$ cat src/rtl/alu_op_sequencer_if.sv
`default_nettype none
// +--------------------------------------------------------------------------+
// | Module      : alu_op_sequencer_if                                        |
// | Description : Request, external-ALU and response bundle of the sequencer |
// | Revision    : 1.0  initial release                                       |
// +--------------------------------------------------------------------------+
interface alu_op_sequencer_if #(
   parameter int SIZE = 10
);
   logic            req_valid;
   logic            req_ready;
   logic [2:0]      req_op;
   logic [SIZE:0]   req_a;
   logic [SIZE:0]   req_b;
   logic [3:0]      req_shamt;

   logic [2:0]      alu_ctl;
   logic [SIZE:0]   alu_in1;
   logic [SIZE:0]   alu_in2;
   logic [SIZE:0]   alu_out;
   logic            alu_zero;

   logic            rsp_valid;
   logic            rsp_ready;
   logic [SIZE:0]   rsp_result;
   logic            rsp_zero;

   logic            busy;

   // The sequencer itself.
   modport master (
      input  req_valid, req_op, req_a, req_b, req_shamt,
      input  alu_out, alu_zero,
      input  rsp_ready,
      output req_ready,
      output alu_ctl, alu_in1, alu_in2,
      output rsp_valid, rsp_result, rsp_zero,
      output busy
   );

   // Requester, ALU and response consumer.
   modport slave (
      output req_valid, req_op, req_a, req_b, req_shamt,
      output alu_out, alu_zero,
      output rsp_ready,
      input  req_ready,
      input  alu_ctl, alu_in1, alu_in2,
      input  rsp_valid, rsp_result, rsp_zero,
      input  busy
   );
endinterface
`default_nettype wire

$ cat src/rtl/alu_op_sequencer.sv
`default_nettype none
// +--------------------------------------------------------------------------+
// | Module      : alu_op_sequencer                                           |
// | Description : Runs one request at a time through an external            |
// |               combinational ALU and holds the result until taken.       |
// |               Define ALU_SEQ_MULTISHIFT_EN for multi-pass shifts.        |
// | Revision    : 1.0  initial release                                       |
// +--------------------------------------------------------------------------+
module alu_op_sequencer #(
   parameter int SIZE = 10
) (
   input  wire logic          clk,
   input  wire logic          rst_n,
   alu_op_sequencer_if.master bus
);

   localparam logic [2:0] c_op_null  = 3'b111;
`ifdef ALU_SEQ_MULTISHIFT_EN
   localparam logic [2:0] c_op_pass  = 3'b000;
   localparam logic [2:0] c_op_shl   = 3'b100;
   localparam logic [2:0] c_op_shr   = 3'b110;
`endif

   localparam logic [1:0] c_st_idle  = 2'd0;
   localparam logic [1:0] c_st_exec  = 2'd1;
`ifdef ALU_SEQ_MULTISHIFT_EN
   localparam logic [1:0] c_st_shift = 2'd2;
`endif
   localparam logic [1:0] c_st_hold  = 2'd3;

   logic [1:0]    r_state;
   logic [1:0]    w_state_nxt;
   logic [2:0]    r_op;
   logic [SIZE:0] r_a;
   logic [SIZE:0] r_b;
   logic [SIZE:0] r_result;
   logic          r_zero;
   logic          w_accept;
   logic [2:0]    w_op_eff;
`ifdef ALU_SEQ_MULTISHIFT_EN
   logic [3:0]    r_cnt;
   logic [SIZE:0] r_acc;
   logic          w_is_shift;
   logic          w_multi;
`else
   logic          w_unused_shamt;
`endif

   assign w_accept = bus.req_valid && (r_state == c_st_idle);

`ifdef ALU_SEQ_MULTISHIFT_EN
   assign w_is_shift = (bus.req_op == c_op_shl) || (bus.req_op == c_op_shr);
   assign w_multi    = w_is_shift && (bus.req_shamt != 4'd0);
   // A zero-count shift degenerates to a single pass-through of operand a.
   assign w_op_eff   = (w_is_shift && !w_multi) ? c_op_pass : bus.req_op;
`else
   assign w_op_eff       = bus.req_op;
   assign w_unused_shamt = ^bus.req_shamt;
`endif

   always_ff @(posedge clk) begin
      if (!rst_n) begin
         r_state <= c_st_idle;
      end else begin
         r_state <= w_state_nxt;
      end
   end

   always_comb begin
      w_state_nxt = r_state;
      case (r_state)
         c_st_idle: begin
            if (w_accept) begin
`ifdef ALU_SEQ_MULTISHIFT_EN
               w_state_nxt = w_multi ? c_st_shift : c_st_exec;
`else
               w_state_nxt = c_st_exec;
`endif
            end
         end
         c_st_exec: begin
            w_state_nxt = c_st_hold;
         end
`ifdef ALU_SEQ_MULTISHIFT_EN
         c_st_shift: begin
            if (r_cnt == 4'd1) begin
               w_state_nxt = c_st_hold;
            end
         end
`endif
         c_st_hold: begin
            if (bus.rsp_ready) begin
               w_state_nxt = c_st_idle;
            end
         end
         default: begin
            w_state_nxt = c_st_idle;
         end
      endcase
   end

   always_comb begin
      bus.alu_ctl = c_op_null;
      bus.alu_in1 = '0;
      bus.alu_in2 = '0;
      case (r_state)
         c_st_exec: begin
            bus.alu_ctl = r_op;
            bus.alu_in1 = r_a;
            bus.alu_in2 = r_b;
         end
`ifdef ALU_SEQ_MULTISHIFT_EN
         c_st_shift: begin
            bus.alu_ctl = r_op;
            bus.alu_in1 = r_acc;
         end
`endif
         default: begin
         end
      endcase
   end

   assign bus.req_ready  = (r_state == c_st_idle);
   assign bus.busy       = (r_state != c_st_idle);
   assign bus.rsp_valid  = (r_state == c_st_hold);
   assign bus.rsp_result = r_result;
   assign bus.rsp_zero   = r_zero;

   always_ff @(posedge clk) begin
      if (!rst_n) begin
         r_op     <= '0;
         r_a      <= '0;
         r_b      <= '0;
         r_result <= '0;
         r_zero   <= 1'b0;
`ifdef ALU_SEQ_MULTISHIFT_EN
         r_cnt    <= '0;
         r_acc    <= '0;
`endif
      end else begin
         if (w_accept) begin
            r_op <= w_op_eff;
            r_a  <= bus.req_a;
            r_b  <= bus.req_b;
`ifdef ALU_SEQ_MULTISHIFT_EN
            // The accumulator starts at a so every shift pass reads the same source.
            r_cnt <= w_multi ? bus.req_shamt : 4'd0;
            r_acc <= bus.req_a;
`endif
         end
         if (r_state == c_st_exec) begin
            if (r_op == c_op_null) begin
               r_result <= '0;
               r_zero   <= 1'b1;
            end else begin
               r_result <= bus.alu_out;
               r_zero   <= bus.alu_zero;
            end
         end
`ifdef ALU_SEQ_MULTISHIFT_EN
         if (r_state == c_st_shift) begin
            r_acc <= bus.alu_out;
            r_cnt <= r_cnt - 4'd1;
            if (r_cnt == 4'd1) begin
               r_result <= bus.alu_out;
               r_zero   <= bus.alu_zero;
            end
         end
`endif
      end
   end

endmodule
`default_nettype wire

$ cat src/flat_wrapper.sv
// flat-port wrapper written by rule: the top's interface ports become plain ports
module alu_op_sequencer_flat 
#(
   parameter int SIZE = 10
)
  (clk, rst_n, bus_req_valid, bus_req_op, bus_req_a, bus_req_b, bus_req_shamt, bus_alu_out, bus_alu_zero, bus_rsp_ready, bus_req_ready, bus_alu_ctl, bus_alu_in1, bus_alu_in2, bus_rsp_valid, bus_rsp_result, bus_rsp_zero, bus_busy);
  alu_op_sequencer_if #(.SIZE(SIZE)) bus_i ();
  input  wire logic clk;
  input  wire logic rst_n;
  input wire logic [$bits(bus_i.req_valid)-1:0] bus_req_valid;
  input wire logic [$bits(bus_i.req_op)-1:0] bus_req_op;
  input wire logic [$bits(bus_i.req_a)-1:0] bus_req_a;
  input wire logic [$bits(bus_i.req_b)-1:0] bus_req_b;
  input wire logic [$bits(bus_i.req_shamt)-1:0] bus_req_shamt;
  input wire logic [$bits(bus_i.alu_out)-1:0] bus_alu_out;
  input wire logic [$bits(bus_i.alu_zero)-1:0] bus_alu_zero;
  input wire logic [$bits(bus_i.rsp_ready)-1:0] bus_rsp_ready;
  output wire logic [$bits(bus_i.req_ready)-1:0] bus_req_ready;
  output wire logic [$bits(bus_i.alu_ctl)-1:0] bus_alu_ctl;
  output wire logic [$bits(bus_i.alu_in1)-1:0] bus_alu_in1;
  output wire logic [$bits(bus_i.alu_in2)-1:0] bus_alu_in2;
  output wire logic [$bits(bus_i.rsp_valid)-1:0] bus_rsp_valid;
  output wire logic [$bits(bus_i.rsp_result)-1:0] bus_rsp_result;
  output wire logic [$bits(bus_i.rsp_zero)-1:0] bus_rsp_zero;
  output wire logic [$bits(bus_i.busy)-1:0] bus_busy;
  assign bus_i.req_valid = bus_req_valid;
  assign bus_i.req_op = bus_req_op;
  assign bus_i.req_a = bus_req_a;
  assign bus_i.req_b = bus_req_b;
  assign bus_i.req_shamt = bus_req_shamt;
  assign bus_i.alu_out = bus_alu_out;
  assign bus_i.alu_zero = bus_alu_zero;
  assign bus_i.rsp_ready = bus_rsp_ready;
  assign bus_req_ready = bus_i.req_ready;
  assign bus_alu_ctl = bus_i.alu_ctl;
  assign bus_alu_in1 = bus_i.alu_in1;
  assign bus_alu_in2 = bus_i.alu_in2;
  assign bus_rsp_valid = bus_i.rsp_valid;
  assign bus_rsp_result = bus_i.rsp_result;
  assign bus_rsp_zero = bus_i.rsp_zero;
  assign bus_busy = bus_i.busy;
  alu_op_sequencer #(.SIZE(SIZE)) u_core (.clk(clk), .rst_n(rst_n), .bus(bus_i));
endmodule
$ cat config.mk
export PLATFORM = sky130hd
export DESIGN_NAME = alu_op_sequencer_flat
export DESIGN_NICKNAME = d
export VERILOG_FILES = /design/src/rtl/alu_op_sequencer_if.sv /design/src/rtl/alu_op_sequencer.sv /design/src/flat_wrapper.sv
export SDC_FILE = /design/constraint.sdc
export NUM_CORES = 1
export LEC_CHECK = 0
export BUFFER_PORTS_ARGS = -buffer_cell sky130_fd_sc_hd__buf_2
export CAP_MARGIN = 10
export CORE_ASPECT_RATIO = 1.2
export CORE_UTILIZATION = 49
export DETAILED_ROUTE_END_ITERATION = 8
export GPL_ROUTABILITY_DRIVEN = 0
export GPL_TIMING_DRIVEN = 0
export PLACE_DENSITY = 0.86
export SKIP_LAST_GASP = 1
export SLEW_MARGIN = 10
export SYNTH_ARGS = -nofsm -noshare
export SYNTH_HDL_FRONTEND = slang
export SYNTH_SLANG_ARGS = --single-unit
$ cat constraint.sdc
create_clock -name clk -period 2.8 [get_ports clk]
set_input_delay 0.28 -clock clk [delete_from_list [all_inputs] [get_ports clk]]
set_output_delay 0.28 -clock clk [all_outputs]
set_load 0.03 [all_outputs]
==> flow_summary.json <==
{
  "outcome": "finished, violations left",
  "violations": "design-rule violations",
  "dr.pass1.iters": 6,
  "cts_tree": "built",
  "wire_per_inst_um": 12.8,
  "p_total_w": 0.00128,
  "path_clk_slew_ps": 80,
  "die_h_um": 68.0,
  "routed_wl_mm": 4.09,
  "reg2reg_from": "u_core.r_state[0]",
  "drtIter0Drc": 83,
  "grt_pass1_wl_mm": 6.67,
  "syn_nets": 239,
  "post_dp_cell_area_um2": 2220,
  "htreeDepth": 2,
  "multi_input_area_um2": 891,
  "cts-root-buf": "clkbuf_8",
  "grt_pass1_vias": 1561,
  "hold_buffers": 0,
  "skew_ps": 7.42,
  "clockBufferDepth": 2,
  "yosys_warnings": 0,
  "cts_setup_buffers": 0,
  "cts_sinks": 39,
  "synth_seq_cells": 39,
  "diodes": 0,
  "hold_viol_final": 0,
  "maxCapViolCount": 0,
  "powerDensity_nw_per_um2": 553,
  "period_minus_slack_ps": 2060,
  "yosys.area.top_type": "dfxtp_1",
  "max_freq_ghz": 0.486,
  "area_delta_synth_final_pct": 29.8,
  "boundaryPins": 85,
  "synthCells": 194,
  "ff2ff_path_depth": 3,
  "ys_types": 20,
  "critPathLaunch": "u_core.r_state[0]",
  "crit_arrival_ps": 1780,
  "drv_slew": 0,
  "vias": 1638,
  "path_class": "flop to output pin",
  "cp.required_ps": 2520,
  "min_from": "bus_req_b[5]",
  "cts_buffers": 5,
  "final_area_um2": 2310,
  "slowest_stage": "dfxtp_1",
  "fp.dieW_um": 57.0,
  "start_util_pct": 52.4,
  "seq_area_um2": 781,
  "die_area_um2": 3870,
  "cts_repair_resize_count": 0,
  "hp-class": "primary input to flop",
  "worstMarginPinSlew_ps": 461,
  "rsz0062_at_grt": "false",
  "portBuffers": 80,
  "grt_max_degree": 13,
  "vdd_drop_max_mv": 0.432,
  "critical_path.max_fanout": 10,
  "grt-ovfl-total": 0,
  "viasPerCell": 5.13,
  "ys_seq_area_share_pct": 43.9,
  "crit_chain": "and2b_1, clkbuf_1, and2_1, buf_2",
  "nets": 326,
  "slew_headroom_pct": 69.3,
  "ys_top_cells_by_area": "dfxtp_1, mux2i_1, nand2_1",
  "hold_path_end": "u_core.r_b[5]",
  "core.rowCount": 23,
  "r2r_end": "u_core.bus.rsp_zero",
  "setup_viol": 0,
  "leakagePower_nw": 1.16,
  "clkLatencyLatePin_ps": 290,
  "syn-cell-area_um2": 1780,
  "max_stage_delay_ps": 480,
  "critPathLaunchType": "flop",
  "synth_top_area_share_pct": 43.9,
  "hold_depth": 3,
  "final_antenna_net_count": 0,
  "fill_cells": 300,
  "core-area_um2": 3400,
  "track_usage_pct": 22.4,
  "avgSynthCellArea_um2": 9.16,
  "hpwlAfterDp_mm": 3.02,
  "r2r_slack_ps": 1520,
  "fin_crit_sh_pct": 73.5,
  "fin_tns_setup_ps": 0,
  "drc": 10,
  "end_kind": "output pin",
  "layout-drive-gt1-share_pct": 33.7,
  "antenna_found_initial": 0,
  "fin_hold_ws_ps": 224
}
-- cell usage in the layout, fill, tap and decap left out --
cell type and instances:
a221oi_1 1, a32o_1 11, and2_1 24, and2b_1 1, and4b_1 11, buf_1 1, buf_2 83, buf_4 1
buf_8 2, clkbuf_1 9, clkbuf_2 1, clkbuf_8 5, clkinv_2 3, dfxtp_1 39, inv_1 3, mux2i_1 25
nand2_1 52, nand2b_1 4, nand3_1 1, nor2_1 2, nor3b_1 2, o22ai_1 1
-- worst max path at each step --
stage / to / slack, ps / depth (start not counted)
2_1_floorplan: bus_busy / 1270 / 3
3_3_place_gp: bus_alu_in2[9] / 1090 / 4
3_5_place_dp: bus_alu_in2[9] / 1070 / 4
4_1_cts: bus_alu_in2[9] / 750 / 4
5_1_grt: bus_alu_in1[0] / 610 / 4
6_report: bus_alu_in2[9] / 740 / 4
-- sequential cells by signal, summed over array words and instances (netlist names) --
name,count
u_core.bus.rsp_result,11
u_core.bus.rsp_zero,1
u_core.r_a,11
u_core.r_b,11
u_core.r_op,3
u_core.r_state,2
-- where the power goes --
group	total, W	switching, W	internal (W)
registers	0.000624	0.0000254	0.000599
clock network	0.000362	0.000191	0.000170
logic	0.000290	0.000175	0.000115
-- cells by family (layout without fill, tap and decap cells) --
kind of cell	count (synthesis)	in the layout	synth area share, %
AO/OA/AOI/OAI	13	13	7.04
buffers and inverters	20	108	5.98
flip-flops	39	39	43.9
multiplexers	25	25	14.1
AND/OR/NAND/NOR	97	97	29.0
-- synthesized netlist by cell type --
| cell type | instances |
|---|---|
| nand2_1 | 52 |
| dfxtp_1 | 39 |
| mux2i_1 | 25 |
| and2_1 | 24 |
| a32o_1 | 11 |
| and4b_1 | 11 |
| clkbuf_1 | 9 |
| nand2b_1 | 4 |
| buf_2 | 3 |
| inv_1 | 3 |
| buf_8 | 2 |
| nor2_1 | 2 |
| nor3b_1 | 2 |
| a221oi_1 | 1 |
| and2b_1 | 1 |
| buf_1 | 1 |
| buf_4 | 1 |
| clkbuf_2 | 1 |
| nand3_1 | 1 |
| o22ai_1 | 1 |
-- through the flow --
stage / std cells / setup slack, ps / utilization (%)
4_1_cts: 319 / 748 / 68.0
3_3_place_gp: 311 / 1090 / 65.5
3_5_place_dp: 311 / 1070 / 65.5
5_1_grt: 319 / 610 / 68.0
2_1_floorplan: 194 / 1270 / -
6_report: 319 / 741 / 68.0
-- critical path, delay by kind of cell (launching register included) --
kind	cells	cell delay, ps
buf+inv	2	520
flops	1	480
simple gates	2	490
-- cell type report --
type | instances | share of cell area, %
multi-input combinational | 135 | 38.6
sequential | 39 | 33.8
timing repair buffer | 80 | 17.3
buffer | 17 | 4.12
clock buffer | 5 | 2.98
tap | 37 | 2.01
clock inverter | 3 | 0.650
inverter | 3 | 0.488
-- metal layers --
| layer | up-vias | wire (um) | GRT usage, % |
|---|---|---|---|
| li1 | 832 | - | - |
| met1 | 735 | 1720 | 23.4 |
| met2 | 66 | 2020 | 43.7 |
| met3 | 5 | 293 | 6.24 |
| met4 | 0 | 46 | 6.40 |
| met5 | - | 0 | 0 |
Note: power is estimated with default switching activity, not from simulation.
